$ cat config.mk
export PLATFORM = sky130hd
export DESIGN_NAME = truth_table_sweeper
export DESIGN_NICKNAME = d
export VERILOG_FILES = /design/src/rtl/truth_table_sweeper_pkg.sv /design/src/rtl/truth_table_sweeper_first_diff.sv /design/src/rtl/truth_table_sweeper.sv
export SDC_FILE = /design/constraint.sdc
export NUM_CORES = 1
export LEC_CHECK = 0
export CORE_ASPECT_RATIO = 0.9
export CORE_UTILIZATION = 54
export CTS_CLUSTER_SIZE = 20
export DETAILED_ROUTE_END_ITERATION = 10
export PLACE_DENSITY = 0.78
export SLEW_MARGIN = 40
export SYNTH_ARGS = -nofsm -noshare
export SYNTH_HDL_FRONTEND = slang
export SYNTH_HIERARCHICAL = 1
export SYNTH_SLANG_ARGS = --single-unit
$ cat constraint.sdc
create_clock -name clk -period 3.2 [get_ports clk]
set_clock_uncertainty 0.2 [all_clocks]
set_input_delay 0.64 -clock clk [delete_from_list [all_inputs] [get_ports clk]]
set_output_delay 0.64 -clock clk [all_outputs]
set_load 0.005 [all_outputs]
$ cat src/rtl/truth_table_sweeper_pkg.sv
// Shared types and constants for the truth-table sweeper.
// Optional build macro: SWEEP_GRAY_ORDER_EN selects Gray-code drive order.
package truth_table_sweeper_pkg;

  localparam int unsigned NUM_VECTORS = 8;
  localparam int unsigned VEC_W       = 3;
  localparam int unsigned CNT_W       = 8;

  typedef enum logic [1:0] {
    IDLE   = 2'd0,
    SETTLE = 2'd1,
    SAMPLE = 2'd2,
    DONE   = 2'd3
  } state_t;

  // Captured sweep result held between sweeps
  typedef struct packed {
    logic [NUM_VECTORS-1:0] tbl;
    logic                   mismatch;
    logic [VEC_W-1:0]       fail_idx;
  } sweep_result_t;

  // Maps the sequence position to the {A,B,C} vector driven at that position
  function automatic logic [VEC_W-1:0] vector_of(input logic [VEC_W-1:0] seq);
`ifdef SWEEP_GRAY_ORDER_EN
    return seq ^ (seq >> 1);
`else
    return seq;
`endif
  endfunction

endpackage

$ cat src/rtl/truth_table_sweeper_first_diff.sv
// Lowest-set-bit encoder: index of the first differing truth-table entry.
module tts_first_diff
  import truth_table_sweeper_pkg::*;
(
  input  logic [NUM_VECTORS-1:0] i_bits,
  output logic [VEC_W-1:0]       o_idx_c,
  output logic                   o_any_c
);

  // Scan from the top so the lowest set bit is the last (winning) assignment
  always_comb begin
    o_idx_c = '0;
    o_any_c = 1'b0;
    for (int i = NUM_VECTORS - 1; i >= 0; i--) begin
      if (i_bits[i]) begin
        o_idx_c = VEC_W'(i);
        o_any_c = 1'b1;
      end
    end
  end

endmodule

$ cat src/rtl/truth_table_sweeper.sv
// Sweeps all eight {A,B,C} vectors through a 3-input logic block, captures f
// into a truth table and compares it against EXPECTED.
// Optional build macro: SWEEP_GRAY_ORDER_EN (Gray-code drive order; results
// and latency are unchanged).
module truth_table_sweeper
  import truth_table_sweeper_pkg::*;
#(
  parameter int unsigned            SETTLE_CYCLES = 4,
  parameter logic [NUM_VECTORS-1:0] EXPECTED      = 8'h00
) (
  input  logic                   clk,
  input  logic                   rst_n,
  input  logic                   start,
  input  logic                   abort,
  input  logic                   f,
  output logic                   A,
  output logic                   B,
  output logic                   C,
  output logic                   busy,
  output logic                   done,
  output logic [NUM_VECTORS-1:0] table_out,
  output logic                   mismatch,
  output logic [VEC_W-1:0]       fail_idx
);

  localparam logic [CNT_W-1:0] CNT_LOAD = CNT_W'(SETTLE_CYCLES - 1);
  localparam logic [VEC_W-1:0] SEQ_LAST = VEC_W'(NUM_VECTORS - 1);

  state_t                 r_state, w_state_nxt;
  logic [VEC_W-1:0]       r_seq, w_seq_nxt;
  logic [VEC_W-1:0]       r_vec, w_vec_nxt;
  logic [CNT_W-1:0]       r_cnt, w_cnt_nxt;
  logic                   r_busy, w_busy_nxt;
  logic                   r_done, w_done_nxt;
  sweep_result_t          r_res, w_res_nxt;

  logic [NUM_VECTORS-1:0] w_tbl_upd;
  logic [VEC_W-1:0]       w_first_idx;
  logic                   w_any_diff;

  // Table as it will look once the current f sample is written in
  always_comb begin
    w_tbl_upd        = r_res.tbl;
    w_tbl_upd[r_vec] = f;
  end

  tts_first_diff u_first_diff (
    .i_bits  (w_tbl_upd ^ EXPECTED),
    .o_idx_c (w_first_idx),
    .o_any_c (w_any_diff)
  );

  // State and datapath registers
  always_ff @(posedge clk or negedge rst_n) begin
    if (!rst_n) begin
      r_state <= IDLE;
      r_seq   <= '0;
      r_vec   <= '0;
      r_cnt   <= '0;
      r_busy  <= 1'b0;
      r_done  <= 1'b0;
      r_res   <= '0;
    end else begin
      r_state <= w_state_nxt;
      r_seq   <= w_seq_nxt;
      r_vec   <= w_vec_nxt;
      r_cnt   <= w_cnt_nxt;
      r_busy  <= w_busy_nxt;
      r_done  <= w_done_nxt;
      r_res   <= w_res_nxt;
    end
  end

  // Next-state and next-output logic
  always_comb begin
    w_state_nxt = r_state;
    w_seq_nxt   = r_seq;
    w_vec_nxt   = r_vec;
    w_cnt_nxt   = r_cnt;
    w_busy_nxt  = r_busy;
    w_done_nxt  = 1'b0;
    w_res_nxt   = r_res;

    case (r_state)
      IDLE: begin
        if (start) begin
          w_res_nxt   = '0;
          w_seq_nxt   = '0;
          w_vec_nxt   = vector_of(VEC_W'(0));
          w_cnt_nxt   = CNT_LOAD;
          w_busy_nxt  = 1'b1;
          w_state_nxt = SETTLE;
        end
      end

      SETTLE: begin
        if (abort) begin
          w_state_nxt = IDLE;
          w_seq_nxt   = '0;
          w_vec_nxt   = '0;
          w_cnt_nxt   = '0;
          w_busy_nxt  = 1'b0;
        end else if (r_cnt == '0) begin
          w_state_nxt = SAMPLE;
        end else begin
          w_cnt_nxt = r_cnt - CNT_W'(1);
        end
      end

      SAMPLE: begin
        if (abort) begin
          w_state_nxt = IDLE;
          w_seq_nxt   = '0;
          w_vec_nxt   = '0;
          w_cnt_nxt   = '0;
          w_busy_nxt  = 1'b0;
        end else begin
          w_res_nxt.tbl = w_tbl_upd;
          if (r_seq == SEQ_LAST) begin
            // Comparison result is registered alongside the done pulse
            w_res_nxt.mismatch = w_any_diff;
            w_res_nxt.fail_idx = w_first_idx;
            w_done_nxt         = 1'b1;
            w_vec_nxt          = '0;
            w_seq_nxt          = '0;
            w_state_nxt        = DONE;
          end else begin
            w_seq_nxt   = r_seq + VEC_W'(1);
            w_vec_nxt   = vector_of(r_seq + VEC_W'(1));
            w_cnt_nxt   = CNT_LOAD;
            w_state_nxt = SETTLE;
          end
        end
      end

      DONE: begin
        w_busy_nxt  = 1'b0;
        w_state_nxt = IDLE;
      end

      default: begin
        w_state_nxt = IDLE;
        w_busy_nxt  = 1'b0;
      end
    endcase
  end

  // Register-to-port mapping
  assign A         = r_vec[2];
  assign B         = r_vec[1];
  assign C         = r_vec[0];
  assign busy      = r_busy;
  assign done      = r_done;
  assign table_out = r_res.tbl;
  assign mismatch  = r_res.mismatch;
  assign fail_idx  = r_res.fail_idx;

endmodule

== After elaboration in Yosys (flattened, before gate mapping) ==
Index checks and enable logic that the tools add are counted.

* Register bits after elaboration: 27
* Bits in latches: 0
* Memory bits (writable): 0
* Memory bits (read-only): 0
* Input bits: 5
* Logic and storage cells: 82
* Memories kept: 0

* Add/subtract/negate cells: 2
* Multiply operators: 0
* Divide/modulo/power cells: 0
* $lt $le $gt $ge: 2
* Equal/unequal tests: 12
* Shift operators: 0
* Multiplexer cells: 46
* Bitwise operators: 0
* Reductions and logical operators: 12

{| class="wikitable"
|+ Operator list
! cell !! number
|-
| two-way mux 8 bit || 5
|-
| two-way mux 3 bit || 12
|-
| two-way mux 12 bit || 2
|-
| one-hot mux 12 bit (2 select lines) || 1
|-
| one-hot mux 8 bit (3 select lines) || 1
|-
| two-way mux 1 bit || 14
|-
| two-way mux 2 bit || 5
|-
| != test 3 bit, second input constant || 3
|-
| one-hot mux 3 bit (3 select lines) || 1
|-
| bitwise mux 8 bit || 1
|-
| zero test 8 bit || 1
|-
| != test 2 bit, second input constant || 4
|-
| one-hot mux 2 bit (4 select lines) || 1
|-
| AND reduction 4 bit || 2
|-
| subtractor 8 x 1 -> 8 bit, second input constant || 1
|-
| AND reduction 3 bit || 2
|-
| == test 2 bit, second input constant || 2
|-
| < comparator 3 x 4 -> 1 bit, second input constant || 1
|-
| two-way mux 4 bit || 1
|-
| AND reduction 2 bit || 2
|-
| adder 3 x 1 -> 3 bit, second input constant || 1
|-
| demux 1 bit (select 3 bit) || 1
|-
| == test 3 bit, second input constant || 1
|-
| >= comparator 3 x 1 -> 1 bit, second input constant || 1
|-
| other kinds (8) || 8
|}

== Depth between registers and ports, before layout ==
* Word-level depth: 16
* Mapped depth: 8
* Gate-level depth less buffers: 7

== Cells and area by module ==
Netlist, hierarchy kept.

{| class="wikitable"
|+ By module, submodules not included
! module !! instances !! cells an instance !! area an instance (um^2) !! seq. area each (um^2)
|-
| truth_table_sweeper || 1 || 164 || 1591.5 || 675.6
|-
| tts_first_diff || 1 || 13 || 80.1 || 0.0
|}

== Worst setup path after synthesis ==
Ideal clock, no wire load.

* Path type: reg-to-reg
* From: register r_vec[1]
* To: register r_res (netlist bit mismatch)
* Arrival: 1901 ps
* Data required time: 2879 ps
* Path slack: 978 ps
* Stages on the path, launching flop included: 8
* Buffers on the path: 1
* Period minus slack after synthesis: 2222 ps
* Cell sequence: dfrtp_1 > clkbuf_1 > nor3b_1 > mux2_2 > nor4_2 > nand2_1 > a22o_1 > a22o_1

* Elaborated cells on any way between the ends: 20
* Those cells by class: order compare (2); eq/ne (2); mux (14); reduce/logical (2)

{| class="wikitable"
|+ RTL lines
! element !! RTL line !! source
|-
| from (decl) || truth_table_sweeper.sv:31 || <nowiki>logic [VEC_W-1:0] r_vec, w_vec_nxt;</nowiki>
|-
| from (signal assigned) || truth_table_sweeper.sv:66 || <nowiki>r_vec <= w_vec_nxt;</nowiki>
|-
| < comparator 3 x 4 -> 1 bit (not written as such) / >= comparator 3 x 1 -> 1 bit (equally long branches) || truth_table_sweeper.sv:44 || <nowiki>w_tbl_upd[r_vec] = f;</nowiki>
|-
| logical AND 1 bit (not written as such) || truth_table_sweeper.sv:44 ||
|-
| two-way mux 1 bit (not written as such) || truth_table_sweeper.sv:44 ||
|-
| demux 1 bit (select 3 bit) * || truth_table_sweeper.sv:44 ||
|-
| bitwise mux 8 bit * || truth_table_sweeper.sv:44 ||
|-
| net w_tbl_upd[2] || truth_table_sweeper.sv:37 || <nowiki>logic [NUM_VECTORS-1:0] w_tbl_upd;</nowiki>
|-
| two-way mux 1 bit * (3 in series) || truth_table_sweeper_first_diff.sv:15 || <nowiki>if (i_bits[i]) begin</nowiki>
|-
| net w_any_diff || truth_table_sweeper.sv:39 || <nowiki>logic w_any_diff;</nowiki>
|-
| two-way mux 4 bit * || truth_table_sweeper.sv:119 || <nowiki>if (r_seq == SEQ_LAST) begin</nowiki>
|-
| two-way mux 12 bit * || truth_table_sweeper.sv:111 || <nowiki>if (abort) begin</nowiki>
|-
| one-hot mux 12 bit (2 select lines) * || truth_table_sweeper.sv:84 || <nowiki>case (r_state)</nowiki>
|-
| to (signal assigned) || truth_table_sweeper.sv:70 || <nowiki>r_res <= w_res_nxt;</nowiki>
|-
| to (decl) || truth_table_sweeper.sv:35 || <nowiki>sweep_result_t r_res, w_res_nxt;</nowiki>
|}

Mark *: on every way through the listed nets, which the timed path passes. The rest lies on a longest branch. The select of a mux whose other input is x is not followed.
A chain may end at the register's enable or synchronous reset.

== Worst setup path after layout ==
* From: input port abort
* To: register r_cnt[5]

* Longest elaborated chain between the ends: 2
* Elaborated cells on any way between the ends: 6
* Those cells by class: eq/ne (2); mux (3); reduce/logical (1)

{| class="wikitable"
|+ RTL lines
! element !! RTL line !! source
|-
| from (decl) || truth_table_sweeper.sv:14 || <nowiki>input logic abort,</nowiki>
|-
| != test 3 bit (no source line) (tied with other cells) || - ||
|-
| AND reduction 4 bit (no source line) / one-hot mux 8 bit (3 select lines) (equally long branches) || - ||
|-
| to (signal assigned) || truth_table_sweeper.sv:67 || <nowiki>r_cnt <= w_cnt_nxt;</nowiki>
|-
| to (decl) || truth_table_sweeper.sv:32 || <nowiki>logic [CNT_W-1:0] r_cnt, w_cnt_nxt;</nowiki>
|}

Several ways; a longest one is shown, not always the timed one.

==> flow_summary.toml <==
[run_status]
outcome = "completed"

[worst_setup_path]
crit_cells = 6
slowest_stage = "clkdlybuf4s50_1"
worst-r2r-cell-count = 7
crit_family = "buffers and inverters"
r2r_end = "r_cnt[5]"
critPathBufInv = 2
end_kind = "register"
cp_max_fo = 10
cp-endpoint = "r_cnt[5]"
cp_slowest_stage_delay_ns = 0.65
cp_cell_sequence = "clkdlybuf4s50_1 > nor2b_4 > a211o_1 > buf_4 > or3_4 > o31ai_2"
worstPathArrival_ns = 2.50
cp-start-kind = "input pin"
r2r_start = "r_state[0]"
cp.required_ns = 3.24
worstSetupPathType = "in -> reg"
r2r_setup_slack_ns = 0.83
crit_start = "abort"

[sta]
max_freq_ghz = 0.406
tightest_slew_ns = 0.773
period_minus_slack_ns = 2.46
drv_slew = 0
tns_ns = 0
rsz0062_at_grt = "no"
hold_viol = 0
fin_crit_sh_pct = 76.9
slew-limit-headroom_pct = 47.8
setup_viol = 0
holdWs_ns = 0.357

[yosys]
yosys_register_bits = 27
ys_types = 40
synth_edf_count = 0
ys_dominant_reg_cell = "dfrtp_1"
synth_area_mm2 = 0.00167
async_flop_share_pct = 100
ys_seq_area_share_pct = 40.4
avgSynthCellArea_um2 = 9.44
synth_warnings = 6
syn_nets = 189
netlist_instances = 177

[power]
power_density_mw_per_mm2 = 552
p_leak_nw = 0.834
irDropWorstVdd_mv = 0.536

[cts]
cts_resized = 0
cts_buffer_depth = 2
cts_sinks = 27
cts_buffers = 3
clk_pin_slew_ns = 0.14
holdBufCountCts = 0
cts_setup_buffers = 0
cts_max_level = 1
cts_tree = "done"
clockRootBuffer = "clkbuf_4"
clk_latency_ns = 0.32

[floorplan]
die_x_um = 60.6
die-area_mm2 = 0.00332
initial_core_util_pct = 58.9
fp.dieH_um = 54.8
rows = 18
ios = 22
coreArea_mm2 = 0.00284

[job]
cap_violations = 0

[placement]
routabilityCongestion = 0.831
port_buffers = 21
dp_hpwl_um = 2790
dp_cells = 236

[final_layout]
stdcell_count = 240
final_layout_size_suffix_gt1_share_pct = 11.0
final_core_util_pct = 68.8
final_cell_mix = "27 x dfrtp_1, 21 x clkdlybuf4s50_1, 17 x nor2_1"
nets = 213
diodes = 0
final_common_cell = "dfrtp_1"
syn_to_final_growth_pct = 16.8

[grt]
grtUsageTotal_pct = 26.3
antenna_found_initial = 0
grt_remaining_overflow = 0
grt_pass1_wl_um = 6360
grt_pass1_vias = 1381
grt_max_degree = 28

[route]
vias = 1480
avgViaCountPerCell = 6.17
drtIter0Drc = 102
wl_per_cell_um = 15.9
ant_nets = 0
drc_errors = 0
finalWirelength_um = 3810
firstDrtPassIters = 5

[worst_hold_path]
hp-class = "reg -> reg"
==> final cells by class <==
cell class              count  area [um^2]
flip-flops and latches     27          676
repair buffers             24          233
fillers                   250          885
multi-input cells         136          935
inverters                   9         33.8
clock buffers               4         26.3
well taps                  40         50.0
==> metrics by stage <==
| step | worst slack [ns] | total power, mW | instance area [um^2] |
|---|---|---|---|
| after detailed placement | 0.400 | 0.926 | 1930 |
| after global placement | 0.497 | 0.903 | 1930 |
| after global routing | 0.698 | 1.16 | 1950 |
| after CTS | 0.760 | 1.08 | 1950 |
| final | 0.739 | 1.08 | 1950 |
| after floorplan | 0.978 | 0.770 | 1670 |
==> Yosys cell counts (3+ instances only) <==
| cell type | number | area, um^2 |
|---|---|---|
| nand2_1 | 6 | 22.5 |
| dfrtp_1 | 27 | 676 |
| nand3_1 | 3 | 15.0 |
| inv_1 | 9 | 33.8 |
| nor3b_1 | 4 | 30.0 |
| mux2_2 | 9 | 101 |
| nand2b_1 | 6 | 37.5 |
| nand3b_1 | 5 | 37.5 |
| o21ai_1 | 4 | 20.0 |
| nor2b_1 | 4 | 25.0 |
| a21oi_1 | 16 | 80.1 |
| nor2_1 | 17 | 63.8 |
| a22o_1 | 9 | 78.8 |
| nor3_1 | 11 | 55.1 |
| o21ai_0 | 12 | 60.1 |
| clkbuf_1 | 3 | 11.3 |
| ha_1 | 7 | 87.6 |
==> how the worst min path moves through the flow <==
| stage | from | depth (start not counted) | slack (ns) | endpoint |
|---|---|---|---|---|
| 6_report | fail_idx[0] | 1 | 0.36 | fail_idx[0] |
| 3_5_place_dp | busy | 2 | 0.31 | busy |
| 5_1_grt | table_out[7] | 1 | 0.38 | table_out[7] |
| 3_3_place_gp | busy | 2 | 0.31 | busy |
| 2_1_floorplan | rst_n | 0 | 0.14 | busy |
| 4_1_cts | mismatch | 1 | 0.36 | mismatch |
==> power by group <==
group	internal (mW)	switching, mW
clock network	0.0488	0.0993
logic	0.211	0.286
registers	0.389	0.0447
==> layer usage <==
| layer | vias to the layer above | GRT usage [%] | share of wire (%) |
|---|---|---|---|
| met4 | 0 | 6.06 | 1.0 |
| li1 | 692 | - | - |
| met5 | - | 0 | 0 |
| met1 | 725 | 36.3 | 48 |
| met2 | 57 | 42.7 | 46 |
| met3 | 6 | 4.96 | 5.1 |
==> flip-flops by register name, indices dropped and copies added, names as in the netlist <==
name       count
r_cnt          8
table_out      8
fail_idx       3
r_vec          3
r_state        2
busy           1
done           1
mismatch       1
==> kinds of logic (layout without fill, tap and decap cells) <==
group	count (synthesis)	in the layout	synth area share (%)
buf+inv	14	37	3.67
compound gates	53	53	20.9
mux	10	10	6.66
simple gates	66	66	23.1
flops	27	27	40.4
fa+ha+maj	7	7	5.24
Note: power is estimated with default switching activity, not from simulation.
